File: src/rtl/rep_buffer_if.sv
// Handshake and status bundle between the DLL TX framer/replay path and rep_buffer_ctrl.
// The controller connects through the slave modport and the framer side through master.
interface rep_buffer_if #(
  parameter int MAX_ADDR_SIZE = 8
);
  logic                     wr_req;
  logic                     ack_valid;
  logic                     nak_valid;
  logic [11:0]              ack_seq;
  logic                     tx_ready;
  logic                     wr_en;
  logic                     rd_en;
  logic [MAX_ADDR_SIZE-1:0] wr_ptr;
  logic [MAX_ADDR_SIZE-1:0] rd_ptr;
  logic [MAX_ADDR_SIZE:0]   count;
  logic [2:0]               segment_count;
  logic                     tx_hold;
  logic                     replay_active;
  logic                     retrain_req;
  logic                     dllp_err;

  modport slave (
    input  wr_req, ack_valid, nak_valid, ack_seq, tx_ready,
    output wr_en, rd_en, wr_ptr, rd_ptr, count, segment_count,
           tx_hold, replay_active, retrain_req, dllp_err
  );

  modport master (
    output wr_req, ack_valid, nak_valid, ack_seq, tx_ready,
    input  wr_en, rd_en, wr_ptr, rd_ptr, count, segment_count,
           tx_hold, replay_active, retrain_req, dllp_err
  );
endinterface

File: src/rtl/rep_buffer_ctrl.sv
// DLL TX replay buffer sequencer: pointers, occupancy, ACK/NAK purge, replay timer,
// REPLAY_NUM tracking and the three-segment replay read of unacknowledged entries.
module rep_buffer_ctrl #(
  parameter int MAX_ADDR_SIZE      = 8,
  parameter int BUFF_DEPTH         = 256,
  parameter int REPLAY_TIMER_LIMIT = 1024
) (
  input  logic         clk,
  input  logic         rst,
  rep_buffer_if.slave  bus
);
  localparam int PW = MAX_ADDR_SIZE;
  localparam int CW = MAX_ADDR_SIZE + 1;
  localparam int TW = $clog2(REPLAY_TIMER_LIMIT + 1);

  localparam logic [CW-1:0] CNT_FULL = CW'(BUFF_DEPTH);
  localparam logic [CW-1:0] CNT_ZERO = CW'(0);
  localparam logic [PW-1:0] PTR_ONE  = PW'(1);
  localparam logic [11:0]   SEQ_ONE  = 12'd1;
  localparam logic [TW-1:0] TMR_ONE  = TW'(1);
  localparam logic [TW-1:0] TMR_ZERO = TW'(0);
  localparam logic [TW-1:0] TMR_LAST = TW'(REPLAY_TIMER_LIMIT - 1);

  typedef enum logic [0:0] {ST_IDLE = 1'b0, ST_REPLAY = 1'b1} state_e;

  state_e        state_q, state_d;
  logic [PW-1:0] wr_ptr_q, wr_ptr_d;
  logic [PW-1:0] rd_ptr_q, rd_ptr_d;
  logic [PW-1:0] head_q, head_d;
  logic [PW-1:0] end_q, end_d;
  logic [CW-1:0] count_q, count_d;
  logic [2:0]    seg_q, seg_d;
  logic [11:0]   acked_q, acked_d;
  logic [11:0]   next_seq_q, next_seq_d;
  logic [TW-1:0] timer_q, timer_d;
  logic [1:0]    rnum_q, rnum_d;
  logic          pend_valid_q, pend_valid_d;
  logic          pend_nak_q, pend_nak_d;
  logic [11:0]   pend_seq_q, pend_seq_d;
  logic          retrain_q, retrain_d;
  logic          err_q, err_d;

  logic          in_idle_s, in_replay_s, new_dllp_s;
  logic          eff_valid_s, eff_nak_s;
  logic [11:0]   eff_seq_s, n_s;
  logic          err_s, purge_s;
  logic [CW-1:0] cnt_post_s;
  logic [PW-1:0] head_post_s;
  logic          nak_start_s, tmo_start_s, start_s;
  logic          full_s, tx_hold_s, wr_en_s, end_s;
  logic [1:0]    rnum_base_s;

  assign in_idle_s   = (state_q == ST_IDLE);
  assign in_replay_s = (state_q == ST_REPLAY);
  assign new_dllp_s  = bus.ack_valid | bus.nak_valid;

  // A DLLP held over from a replay merges with any DLLP arriving in the same idle cycle.
  assign eff_valid_s = in_idle_s & (new_dllp_s | pend_valid_q);
  assign eff_seq_s   = new_dllp_s ? bus.ack_seq : pend_seq_q;
  assign eff_nak_s   = bus.nak_valid | pend_nak_q;

  assign n_s         = eff_seq_s - acked_q;
  assign err_s       = eff_valid_s & (n_s > 12'(count_q));
  assign purge_s     = eff_valid_s & ~err_s & (n_s != 12'd0);
  assign cnt_post_s  = purge_s ? (count_q - n_s[CW-1:0]) : count_q;
  assign head_post_s = purge_s ? (head_q + n_s[PW-1:0]) : head_q;

  assign nak_start_s = eff_valid_s & eff_nak_s & ~err_s & (cnt_post_s != CNT_ZERO);
  assign tmo_start_s = in_idle_s & (timer_q == TMR_LAST) & (cnt_post_s != CNT_ZERO) & ~purge_s;
  assign start_s     = nak_start_s | tmo_start_s;

  assign full_s      = (count_q == CNT_FULL);
  assign tx_hold_s   = full_s | in_replay_s | start_s;
  assign wr_en_s     = bus.wr_req & ~tx_hold_s;
  assign end_s       = ((rd_ptr_q + PTR_ONE) == end_q);
  assign rnum_base_s = purge_s ? 2'd0 : rnum_q;

  // Next-state computation for pointers, occupancy, timer, pending slot and FSM.
  always_comb begin
    state_d      = state_q;
    rd_ptr_d     = rd_ptr_q;
    head_d       = head_post_s;
    end_d        = end_q;
    count_d      = cnt_post_s + CW'(wr_en_s);
    seg_d        = seg_q;
    acked_d      = purge_s ? eff_seq_s : acked_q;
    rnum_d       = rnum_base_s;
    retrain_d    = 1'b0;
    err_d        = err_s;
    pend_valid_d = pend_valid_q;
    pend_nak_d   = pend_nak_q;
    pend_seq_d   = pend_seq_q;

    if (wr_en_s) begin
      wr_ptr_d   = wr_ptr_q + PTR_ONE;
      next_seq_d = next_seq_q + SEQ_ONE;
    end else begin
      wr_ptr_d   = wr_ptr_q;
      next_seq_d = next_seq_q;
    end

    if (in_replay_s) begin
      if (new_dllp_s) begin
        pend_valid_d = 1'b1;
        pend_seq_d   = bus.ack_seq;
        pend_nak_d   = pend_nak_q | bus.nak_valid;
      end else begin
        pend_valid_d = pend_valid_q;
      end
    end else begin
      pend_valid_d = 1'b0;
      pend_nak_d   = 1'b0;
    end

    if ((count_q == CNT_ZERO) || purge_s) begin
      timer_d = TMR_ZERO;
    end else if (in_idle_s && !start_s) begin
      timer_d = timer_q + TMR_ONE;
    end else begin
      timer_d = timer_q;
    end

    case (state_q)
      ST_IDLE: begin
        rd_ptr_d = head_post_s;
        if (start_s) begin
          state_d   = ST_REPLAY;
          seg_d     = 3'd1;
          end_d     = wr_ptr_q;
          rnum_d    = rnum_base_s + 2'd1;
          retrain_d = (rnum_base_s == 2'd3);
        end else begin
          seg_d = 3'd0;
        end
      end
      ST_REPLAY: begin
        if (bus.tx_ready) begin
          if (seg_q == 3'd3) begin
            if (end_s) begin
              state_d  = ST_IDLE;
              seg_d    = 3'd0;
              timer_d  = TMR_ZERO;
              rd_ptr_d = head_q;
            end else begin
              rd_ptr_d = rd_ptr_q + PTR_ONE;
              seg_d    = 3'd1;
            end
          end else begin
            seg_d = seg_q + 3'd1;
          end
        end else begin
          seg_d = seg_q;
        end
      end
      default: begin
        state_d = ST_IDLE;
        seg_d   = 3'd0;
      end
    endcase
  end

  // State register; asynchronous reset abandons any in-flight replay.
  always_ff @(posedge clk or posedge rst) begin
    if (rst) begin
      state_q      <= ST_IDLE;
      wr_ptr_q     <= '0;
      rd_ptr_q     <= '0;
      head_q       <= '0;
      end_q        <= '0;
      count_q      <= '0;
      seg_q        <= 3'd0;
      acked_q      <= 12'hFFF;
      next_seq_q   <= 12'd0;
      timer_q      <= '0;
      rnum_q       <= 2'd0;
      pend_valid_q <= 1'b0;
      pend_nak_q   <= 1'b0;
      pend_seq_q   <= 12'd0;
      retrain_q    <= 1'b0;
      err_q        <= 1'b0;
    end else begin
      state_q      <= state_d;
      wr_ptr_q     <= wr_ptr_d;
      rd_ptr_q     <= rd_ptr_d;
      head_q       <= head_d;
      end_q        <= end_d;
      count_q      <= count_d;
      seg_q        <= seg_d;
      acked_q      <= acked_d;
      next_seq_q   <= next_seq_d;
      timer_q      <= timer_d;
      rnum_q       <= rnum_d;
      pend_valid_q <= pend_valid_d;
      pend_nak_q   <= pend_nak_d;
      pend_seq_q   <= pend_seq_d;
      retrain_q    <= retrain_d;
      err_q        <= err_d;
    end
  end

  assign bus.wr_en         = wr_en_s;
  assign bus.rd_en         = in_replay_s & bus.tx_ready;
  assign bus.wr_ptr        = wr_ptr_q;
  assign bus.rd_ptr        = rd_ptr_q;
  assign bus.count         = count_q;
  assign bus.segment_count = seg_q;
  assign bus.tx_hold       = tx_hold_s;
  assign bus.replay_active = in_replay_s;
  assign bus.retrain_req   = retrain_q;
  assign bus.dllp_err      = err_q;
endmodule

File: src/flat_wrapper.sv
// flat-port wrapper written by rule: the top's interface ports become plain ports
module rep_buffer_ctrl_flat 
#(
  parameter int MAX_ADDR_SIZE      = 8,
  parameter int BUFF_DEPTH         = 256,
  parameter int REPLAY_TIMER_LIMIT = 1024
)
  (clk, rst, bus_wr_req, bus_ack_valid, bus_nak_valid, bus_ack_seq, bus_tx_ready, bus_wr_en, bus_rd_en, bus_wr_ptr, bus_rd_ptr, bus_count, bus_segment_count, bus_tx_hold, bus_replay_active, bus_retrain_req, bus_dllp_err);
  rep_buffer_if #(.MAX_ADDR_SIZE(MAX_ADDR_SIZE)) bus_i ();
  input  logic clk;
  input  logic rst;
  input wire logic [$bits(bus_i.wr_req)-1:0] bus_wr_req;
  input wire logic [$bits(bus_i.ack_valid)-1:0] bus_ack_valid;
  input wire logic [$bits(bus_i.nak_valid)-1:0] bus_nak_valid;
  input wire logic [$bits(bus_i.ack_seq)-1:0] bus_ack_seq;
  input wire logic [$bits(bus_i.tx_ready)-1:0] bus_tx_ready;
  output wire logic [$bits(bus_i.wr_en)-1:0] bus_wr_en;
  output wire logic [$bits(bus_i.rd_en)-1:0] bus_rd_en;
  output wire logic [$bits(bus_i.wr_ptr)-1:0] bus_wr_ptr;
  output wire logic [$bits(bus_i.rd_ptr)-1:0] bus_rd_ptr;
  output wire logic [$bits(bus_i.count)-1:0] bus_count;
  output wire logic [$bits(bus_i.segment_count)-1:0] bus_segment_count;
  output wire logic [$bits(bus_i.tx_hold)-1:0] bus_tx_hold;
  output wire logic [$bits(bus_i.replay_active)-1:0] bus_replay_active;
  output wire logic [$bits(bus_i.retrain_req)-1:0] bus_retrain_req;
  output wire logic [$bits(bus_i.dllp_err)-1:0] bus_dllp_err;
  assign bus_i.wr_req = bus_wr_req;
  assign bus_i.ack_valid = bus_ack_valid;
  assign bus_i.nak_valid = bus_nak_valid;
  assign bus_i.ack_seq = bus_ack_seq;
  assign bus_i.tx_ready = bus_tx_ready;
  assign bus_wr_en = bus_i.wr_en;
  assign bus_rd_en = bus_i.rd_en;
  assign bus_wr_ptr = bus_i.wr_ptr;
  assign bus_rd_ptr = bus_i.rd_ptr;
  assign bus_count = bus_i.count;
  assign bus_segment_count = bus_i.segment_count;
  assign bus_tx_hold = bus_i.tx_hold;
  assign bus_replay_active = bus_i.replay_active;
  assign bus_retrain_req = bus_i.retrain_req;
  assign bus_dllp_err = bus_i.dllp_err;
  rep_buffer_ctrl #(.MAX_ADDR_SIZE(MAX_ADDR_SIZE), .BUFF_DEPTH(BUFF_DEPTH), .REPLAY_TIMER_LIMIT(REPLAY_TIMER_LIMIT)) u_core (.clk(clk), .rst(rst), .bus(bus_i));
endmodule
File: config.mk
export PLATFORM = sky130hd
export DESIGN_NAME = rep_buffer_ctrl_flat
export DESIGN_NICKNAME = d
export VERILOG_FILES = /design/src/rtl/rep_buffer_if.sv /design/src/rtl/rep_buffer_ctrl.sv /design/src/flat_wrapper.sv
export SDC_FILE = /design/constraint.sdc
export NUM_CORES = 1
export LEC_CHECK = 0
export CAP_MARGIN = 20
export CORE_MARGIN = 8
export CORE_UTILIZATION = 59
export CTS_CLUSTER_SIZE = 25
export DETAILED_ROUTE_END_ITERATION = 10
export GPL_ROUTABILITY_DRIVEN = 0
export PLACE_DENSITY = 0.91
export SETUP_SLACK_MARGIN = 0.3
export SYNTH_ARGS = -nofsm -noshare
export SYNTH_HDL_FRONTEND = slang
export SYNTH_SLANG_ARGS = --single-unit
export TNS_END_PERCENT = 30
File: constraint.sdc
create_clock -name clk -period 8.3 [get_ports clk]
set_clock_uncertainty 0.15 [all_clocks]
set_input_delay 1.245 -clock clk [delete_from_list [all_inputs] [get_ports clk]]
set_output_delay 1.245 -clock clk [all_outputs]
set_load 0.01 [all_outputs]
==> results.yml <==
grt:
  antenna_found_initial: 0
  grt_overflow: 0
  grt_pass1_vias: 5147
  grt_max_degree: 87
  grt_pass1_wl_um: 23900
  track_usage_pct: 22.1
timing:
  min_period_ps: 7940
  maxSlewViolCount: 0
  fin_setup_tns_ps: 0
  setup_slack_ps: 365
  max_freq_ghz: 0.126
  rsz0062_at_grt: "no"
  min_period_over_period_pct: 95.6
  holdWs_ps: 358
  setup_viol: 0
  worstMarginPinSlew_ps: 745
  hold_viol: 0
  slew_headroom_pct: 50.2
synthesis:
  synthCells: 645
  synth_top_area_share_pct: 31.2
  yosysSeqAreaShare_pct: 36.5
  yosysUniqueCellTypes: 68
  syn_area_per_cell_um2: 9.19
  async_flop_share_pct: 100
  synth_area_leaders: "dfrtp_1, ha_1, dfstp_2"
  synth_top_area_cell: "dfrtp_1"
  netlist_area_mm2: 0.00593
  synth-edff-count: 0
  syn_nets: 708
  synth_ff_type: "dfrtp_1"
  ys_seq_elements: 86
  ys.warnings.count: 0
placed_design:
  dpl.hpwl_um: 10400
  port_buffers: 51
  pre_cts_ws_ps: 60.4
layout:
  layout_commonest_cell: "dfrtp_1"
  n_antenna_cell: 0
  drive_gt1_share_pct: 13.1
  fillCellCount: 700
  final_cell_mix: "dfrtp_1, a21oi_1, nor2_1, nand2_1, clkdlybuf4s50_1"
  area_growth_pct: 16.5
  fin_nets: 760
setup_path:
  worstSetupPathType: "input port to output pin"
  cp.required_ps: 6900
  critPathCaptureType: "output pin"
  cp_max_fo: 11
  start_kind: "input port"
  cp.arrival_ps: 6540
detailed_routing:
  vias: 5210
  wl_met2_um: 7420
  first_pass_iters: 9
  drtIter0Drc: 329
  via_per_inst: 6.25
  wl_per_cell_um: 17.9
  m1WireLength_um: 6100
  routed_wl_um: 14900
  ant_nets: 0
  met3_length_um: 872
  highest_layer: "met4"
  drc_errors: 1
status:
  violations: "design-rule violations"
  status: "finished with violations"
floorplan:
  row_count: 36
  die_h_um: 116
  initial_core_util_pct: 60.7
  die_w_um: 116
  dieArea_mm2: 0.0135
  ios: 52
  fp.coreArea_mm2: 0.00977
cts:
  cts_hold_buf: 0
  cts_made_buffers: 9
  cts-root-buf: "clkbuf_8"
  cts.htree.levels: 3
  cts_tree: "yes"
  clock-sinks: 86
  clk_latency_ps: 380
  cts.clk_slew.worst_paths_ps: 80
  cts_buffer_depth: 2
hold_path:
  hp-class: "register to register"
run:
  max_cap_viol_count: 0
pwr:
  ir_drop_uv: 274
  leakage_nw: 3.15
  p_per_area_mw_per_mm2: 435
==> synthesized netlist by cell type (5+ instances only) <==
cell type and count:
a2111o_1 7, a211oi_1 5, a21o_1 8, a21oi_1 58, a31oi_1 5, and3_1 11
buf_2 11, clkbuf_1 10, dfrtp_1 74, dfstp_2 12, ha_1 42, inv_1 49
mux2_2 13, mux2_4 5, mux2i_1 21, nand2_1 54, nand3_1 19, nand4_1 9
nor2_1 55, nor2b_1 8, nor3_1 9, o2111ai_1 6, o211ai_1 8, o21a_1 6
o21ai_0 29, xnor2_1 30, xor2_1 20
==> per-layer routing <==
layer,vias to the layer above,GRT usage (%)
li1,2387,-
met1,2502,26.7
met2,255,37.0
met3,66,4.08
met4,0,11.2
met5,-,0
==> critical path, stage by stage <==
cell and delay (ps):
clkdlybuf4s50_1 510, nor2_4 180, buf_6 210, mux2i_1 260, inv_1 130, fa_1 500, a21oi_1 250, o211ai_1 180
xnor2_2 240, inv_1 120, ha_1 370, nand4_1 170, a21oi_1 70, o41ai_1 380, o21ai_1 270, or3_4 490
o22ai_4 310, a21oi_4 140, clkdlybuf4s50_1 510
==> metrics by stage <==
step	util (%)	cell area [um2]	total power [mW]	instances
floorplan	-	5930	2.05	645
global placement	66.9	6540	2.45	811
detailed placement	66.9	6540	2.55	811
CTS	69.0	6750	2.87	827
global route	70.7	6910	3.22	834
finish	70.7	6910	3.01	834
==> path summary, 6_finish.rpt <==
path	startpoint	endpoint	slack (ps)	cells past startpoint
setup / recovery	bus_nak_valid	bus_wr_en	360	19
hold / removal	u_core.acked_q[6]	u_core.acked_q[6]	360	2
setup reg to reg	u_core.pend_seq_q[0]	u_core.bus.count[7]	2140	23
hold reg to reg	u_core.acked_q[6]	u_core.acked_q[6]	360	2
max in group asynchronous	rst	u_core.acked_q[11]	6220	4
min in group asynchronous	rst	u_core.pend_nak_q	1120	3
==> where the power goes <==
part / internal [mW] / switching, mW
sequential: 0.587 / 0.151
combinational: 0.848 / 1.15
clock: 0.117 / 0.160
==> area by class of cell <==
type	instances	area (um2)	share of cell area, %
Inverter	49	185	2.68
Multi-Input combinational cell	484	3570	51.6
Tap cell	133	166	2.41
Sequential cell	86	2170	31.4
Clock buffer	11	141	2.05
Clock inverter	4	30.0	0.435
Timing Repair Buffer	67	652	9.43
==> kinds of logic after synthesis <==
group / Yosys count / synth area share (%)
AND/OR/NAND/NOR: 189 / 15.4
flip-flops: 86 / 36.5
AO/OA/AOI/OAI: 160 / 18.1
XOR/XNOR: 50 / 7.39
adder cells (fa/ha/maj): 45 / 9.88
multiplexers: 40 / 7.47
buffers and inverters: 75 / 5.23
==> sequential cells by signal, summed over array words and instances, names as in the netlist <==
register	cells
u_core.pend_nak_q	1
u_core.acked_q	12
u_core.end_q	8
u_core.head_q	8
u_core.bus.rd_ptr	8
u_core.pend_seq_q	12
u_core.bus.wr_ptr	8
u_core.timer_q	11
u_core.bus.segment_count	3
u_core.pend_valid_q	1
u_core.rnum_q	2
u_core.bus.retrain_req	1
u_core.bus.dllp_err	1
u_core.bus.replay_active	1
u_core.bus.count	9
==> timing repair <==
item / 4_1_cts / 5_1_grt
setup buffers: 1 / 5
endpoints found under the setup margin: 1 / 2
pin swaps: 2 / 4
gates resized for setup: 4 / 20
(Power assumes the default switching activity.)
==> patch 1, RTL diff (same settings) <==
Make the reset (`rst`) synchronous in one clocked block. Comments in the files are not updated.
--- a/src/rtl/rep_buffer_ctrl.sv
+++ b/src/rtl/rep_buffer_ctrl.sv
@@ -160,7 +160,7 @@
   end
 
   // State register; asynchronous reset abandons any in-flight replay.
-  always_ff @(posedge clk or posedge rst) begin
+  always_ff @(posedge clk) begin
     if (rst) begin
       state_q      <= ST_IDLE;
       wr_ptr_q     <= '0;
Check against the original RTL: differs if rst is asserted again (counterexample within 4 cycles, from zero or initial values and one cycle with rst high); with rst held inactive, the same outputs for 4 cycles.
==> patch 1 against the original RTL <==
Cell count grew 6.2%. Count of clock-buffer cells in the layout down 2. Global-route usage grew 2.2 points. Hold slack got worse by 0.036 ns. Power grew 2.1%. Worst setup slack got worse by 0.28 ns. Sequential cell count unchanged. Wire length grew 13%. Area after synthesis decreased by 2.7%. Core utilization grew 0.28 points. Sequential power down 11%. Highest routed layer unchanged. Design area fell by 1.0%. Critical path depth grew 3. First-iteration DRC count is 46% higher.
==> patch 1: results (changes against the original RTL) <==
| Metric | Value |
|---|---|
| Vias per inst | `6.42 (was 6.25)` |
| GRT met2 Usage | `42.4% (was 37.0%)` |
| Most used DFF post-synth | `dfxtp_1 (was dfrtp_1)` |
| Gate Count Post-Synth | `692 (was 645)` |
| Min-Delay Startpoint | `u_core.timer_q[10] (was u_core.acked_q[6])` |
| Detailed-route wire length per cell | `19.0 um (was 17.9 um)` |
| Sequential power | `0.000654 W (was 0.000738 W)` |
| Dpl cells | `863 (was 811)` |
| Layout cells sized above 1 | `10.6% (was 13.1%)` |
| IR drop worst, VDD | `0.257 mV (was 0.274 mV)` |
| CP top delay family | `simple AND/OR/NAND/NOR gates (was compound AO/OA/AOI/OAI gates)` |
| Syn Nets | `755 (was 708)` |
| Initial core utilization | `59.9% (was 60.7%)` |
| Reg-to-Reg Start | `u_core.pend_seq_q[1] (was u_core.pend_seq_q[0])` |
| DP Area | `0.00643 sq mm (was 0.00654 sq mm)` |
| Met1 Resource Use GR | `27.3% (was 26.7%)` |
| Status | `finished clean (was finished with violations)` |
| Post-place setup slack | `0.166 ns (was 0.0604 ns)` |
| Number of distinct library cells after synthesis | `65 (was 68)` |
| Largest net degree at the start of global routing | `50 (was 87)` |
| WL met3 | `1450 um (was 872 um)` |
| Asr flop ratio synth | `0% (was 100%)` |
| HPWL Detailed | `11200 um (was 10400 um)` |
| Vias in the first global route | `5559 (was 5147)` |
| Internal power | `0.00154 W (was 0.00155 W)` |
| GR Layer Usage met3 | `5.99% (was 4.08%)` |
| Total power | `0.00307 W (was 0.00301 W)` |
patch 1: cell types whose count changed in the layout (fill, tap and decap cells not counted), sizes merged, moves of 9 or more:
cell	delta
mux2	-16
nand3	+18
o21ai	-13
a21oi	-24
a211oi	+23
nor2	+9
dfstp	-12
dfxtp	+86
dfrtp	-74
mux2i	+23
patch 1: worst max-delay path by stage:
stage               depth (start not counted)  slack [ns]     endpoint     startpoint
global placement                           20        0.39  bus_tx_hold  bus_nak_valid
CTS                                        20        0.36    bus_wr_en  bus_nak_valid
global route                               22       -0.08  bus_tx_hold  bus_nak_valid
floorplan                                  19        1.17    bus_wr_en  bus_nak_valid
finish                                     22        0.09  bus_tx_hold  bus_nak_valid
detailed placement                         20        0.17  bus_tx_hold  bus_nak_valid
patch 1: cells by family (layout without fill, tap and decap cells):
kind of cell    after synthesis  count (layout)  share of synthesized area (%)
mux                          47              47                           8.22
simple gates                252             252                           22.4
compound gates              142             142                           17.3
xor+xnor                     46              46                           6.98
fa+ha+maj                    45              45                           10.1
flops                        86              86                           29.8
buf+inv                      74             135                           5.14
patch 1: final cells by class:
cell class                      count  area [sq um]  share of cell area [%]
Multi-Input combinational cell    532          3870                    56.6
Sequential cell                    86          1720                    25.2
Timing Repair Buffer               71           671                    9.80
Inverter                           48           180                    2.63
Tap cell                          133           166                    2.43
Clock buffer                        9           124                    1.81
Clock inverter                      7           103                    1.50
patch 1: worst register-to-register path, delay by kind of cell (launching register included):
family          cells  cell delay [ns]
xor+xnor            3             0.63
mux                 1             0.30
compound gates      5             1.40
fa+ha+maj           4             1.22
flops               1             0.33
simple gates        8             1.92
buf+inv             2             0.29
patch 1: what timing repair did:
item,4_1_cts,5_1_grt
pin swaps,0,4
resized for setup,7,17
setup endpoints to repair,2,2
buffers inserted,0,4
hold buffers,0,0
hold endpoints to repair,0,0
==> patch 2, RTL diff (same flow settings) <==
Made on the original files. `BUFF_DEPTH` is set to 256 in 2 places; all go to 192.
--- a/src/rtl/rep_buffer_ctrl.sv
+++ b/src/rtl/rep_buffer_ctrl.sv
@@ -2,7 +2,7 @@
 // REPLAY_NUM tracking and the three-segment replay read of unacknowledged entries.
 module rep_buffer_ctrl #(
   parameter int MAX_ADDR_SIZE      = 8,
-  parameter int BUFF_DEPTH         = 256,
+  parameter int BUFF_DEPTH         = 192,
   parameter int REPLAY_TIMER_LIMIT = 1024
 ) (
   input  logic         clk,
--- a/src/flat_wrapper.sv
+++ b/src/flat_wrapper.sv
@@ -2,7 +2,7 @@
 module rep_buffer_ctrl_flat 
 #(
   parameter int MAX_ADDR_SIZE      = 8,
-  parameter int BUFF_DEPTH         = 256,
+  parameter int BUFF_DEPTH         = 192,
   parameter int REPLAY_TIMER_LIMIT = 1024
 )
   (clk, rst, bus_wr_req, bus_ack_valid, bus_nak_valid, bus_ack_seq, bus_tx_ready, bus_wr_en, bus_rd_en, bus_wr_ptr, bus_rd_ptr, bus_count, bus_segment_count, bus_tx_hold, bus_replay_active, bus_retrain_req, bus_dllp_err);
Behaviour: no difference found for any inputs over 4 cycles, from zero or initial values and one cycle with rst high; that may be too few to reach the edited logic, so the function may still have changed.
==> patch 2 against the original RTL <==
Register-to-register slack gained 0.08 ns. Core utilization grew 1.3 points. Hold slack lost 0.023 ns. Synthesized cell count shrank 0.78%. Worst setup slack lost 0.0099 ns. Clock power grew 21%. Power shrank 4.2%. Area after synthesis shrank 1.4%. Largest power group unchanged. Count of clock-buffer cells in the layout shrank 1. Design area grew 0.96%. Wire length grew 0.76%. Sequential cell count is the same. Highest routed layer unchanged. Critical path depth grew 2. Critical path type unchanged.
==> patch 2: results (changes against the original RTL) <==
| Metric | Value |
|---|---|
| Port Buffers | `51 (unchanged)` |
| Number of distinct library cells after synthesis | `65 (was 68)` |
| Post-CTS Resized | `4 (unchanged)` |
| Layout cells sized above 1 | `14.8% (was 13.1%)` |
| CP startpoint | `bus_nak_valid (unchanged)` |
| Vias in the first global route | `4942 (was 5147)` |
| Clock Tree Buf Depth | `2 (unchanged)` |
| Area contributors post-synth | `dfrtp_1 32%, ha_1 9.0%, dfstp_2 5.4% (was dfrtp_1 31%, ha_1 8.9%, dfstp_2 5.3%)` |
| Post-place setup slack | `0.258 ns (was 0.0604 ns)` |
| Worst Tran Pin Value | `0.758 ns (was 0.745 ns)` |
| Syn Nets | `703 (was 708)` |
| Most used DFF post-synth | `dfrtp_1 (unchanged)` |
| Hold WC Path Type | `reg2reg (unchanged)` |
| Vias per inst | `6.16 (was 6.25)` |
| Largest net degree at the start of global routing | `87 (unchanged)` |
| HPWL Detailed | `10300 um (was 10400 um)` |
| Asr flop ratio synth | `100% (unchanged)` |
| Number of DRC markers in iteration 0 | `550 (was 329)` |
| IR drop worst, VDD | `0.195 mV (was 0.274 mV)` |
| Reg-to-Reg Start | `u_core.pend_seq_q[1] (was u_core.pend_seq_q[0])` |
| DP Area | `0.00648 sq mm (was 0.00654 sq mm)` |
| Most frequent cells after synthesis | `74 x dfrtp_1, 68 x nor2_1, 55 x a21oi_1, 50 x inv_1, 42 x ha_1 (was 74 x dfrtp_1, 58 x a21oi_1, 55 x nor2_1, 54 x nand2_1, 49 x inv_1)` |
| GRT Total Usage | `22.0% (was 22.1%)` |
| Antenna violations before repair | `0 (unchanged)` |
| Leakage power | `3.19 nW (was 3.15 nW)` |
| Layout Nets | `763 (was 760)` |
| Register area share after synthesis | `37.1% (was 36.5%)` |
| Post-CTS Setup Inserts | `0 (was 1)` |
| Pre-Repair DR Iteration Count | `5 (was 9)` |
| Clk pin slew, worst setup/hold paths | `0.08 ns (about the same)` |
| First-pass GRT wire length | `23500 um (was 23900 um)` |
| Num CTS Buffers | `9 (unchanged)` |
| ANT cells | `0 (unchanged)` |
| WP data arrival | `6.55 ns (was 6.54 ns)` |
| Status | `finished clean (was finished with violations)` |
| Min-Delay Startpoint | `u_core.acked_q[5] (was u_core.acked_q[6])` |
| Clock root buffer | `clkbuf_8 (unchanged)` |
| Detailed-route wire length per cell | `17.9 um (about the same)` |
| Ys Warns | `0 (unchanged)` |
| H-Tree Depth | `3 (unchanged)` |
| Worst-path fanout max | `11 (unchanged)` |
## patch 2: cell types whose count changed after synthesis, moves of 5 or more
| cell | delta |
|---|---|
| a2111o_1 | -6 |
| buf_2 | -8 |
| and2_1 | +6 |
| nand2_1 | -13 |
| nor2_1 | +13 |
| a211oi_1 | +5 |
| mux2_4 | -5 |
## patch 2: metal layers
| metal | up-vias | wire length [um] | global-route usage (%) |
|---|---|---|---|
| li1 | 2348 | - | - |
| met1 | 2532 | 5980 | 25.6 |
| met2 | 221 | 7490 | 37.2 |
| met3 | 62 | 820 | 3.80 |
| met4 | 0 | 736 | 13.5 |
| met5 | - | 0 | 0 |
## patch 2: path summary, 6_finish.rpt
path | endpoint | depth (start not counted) | slack [ns]
setup / recovery | bus_wr_en | 21 | 0.35
hold / removal | u_core.acked_q[5] | 2 | 0.34
setup reg to reg | u_core.bus.count[8] | 24 | 2.22
hold reg to reg | u_core.acked_q[5] | 2 | 0.34
max in group asynchronous | u_core.acked_q[9] | 4 | 6.24
min in group asynchronous | u_core.pend_seq_q[10] | 3 | 1.13
## patch 2: kinds of logic (layout without fill, tap and decap cells)
group | Yosys count | in the layout | synth area share (%)
fa+ha+maj | 45 | 45 | 10.0
buf+inv | 72 | 137 | 4.97
simple gates | 206 | 206 | 17.7
xor+xnor | 55 | 55 | 8.24
mux | 38 | 38 | 6.93
flops | 86 | 86 | 37.1
compound gates | 138 | 138 | 15.1
## patch 2: layout make-up
cell class / count / area, sq um
clock buffers: 10 / 128
clock inverters: 6 / 92.6
fillers: 647 / 2710
inverters: 51 / 193
multi-input cells: 482 / 3550
flip-flops and latches: 86 / 2170
well taps: 133 / 166
repair buffers: 70 / 677
## patch 2: through the flow
| stage | hold WS [ns] | std cells | util (%) |
|---|---|---|---|
| floorplan | 0.307 | 640 | - |
| global placement | 0.318 | 811 | 67.0 |
| detailed placement | 0.322 | 811 | 67.0 |
| CTS | 0.335 | 827 | 69.4 |
| global route | 0.357 | 838 | 72.0 |
| finish | 0.335 | 838 | 72.0 |
## patch 2: worst max-delay path: stages
cell             delay, ns
clkdlybuf4s50_1       0.50
nor2_2                0.17
buf_6                 0.18
mux2i_1               0.24
inv_1                 0.09
ha_1                  0.39
a21oi_1               0.22
a21bo_2               0.28
xor2_4                0.18
ha_2                  0.45
nor2_4                0.06
a21oi_4               0.19
xnor2_2               0.13
or4_1                 0.48
nor4_4                0.33
o211ai_1              0.14
o2111a_2              0.24
a21o_1                0.20
nor3_2                0.12
buf_4                 0.16
clkdlybuf4s50_1       0.53
## patch 2: where the power goes
| group | switching (W) | total (W) | internal, W |
|---|---|---|---|
| Clock | 0.000163 | 0.000336 | 0.000172 |
| Sequential | 0.000127 | 0.000687 | 0.000559 |
| Combinational | 0.00104 | 0.00186 | 0.000818 |
| Total | 0.00133 | 0.00288 | 0.00155 |
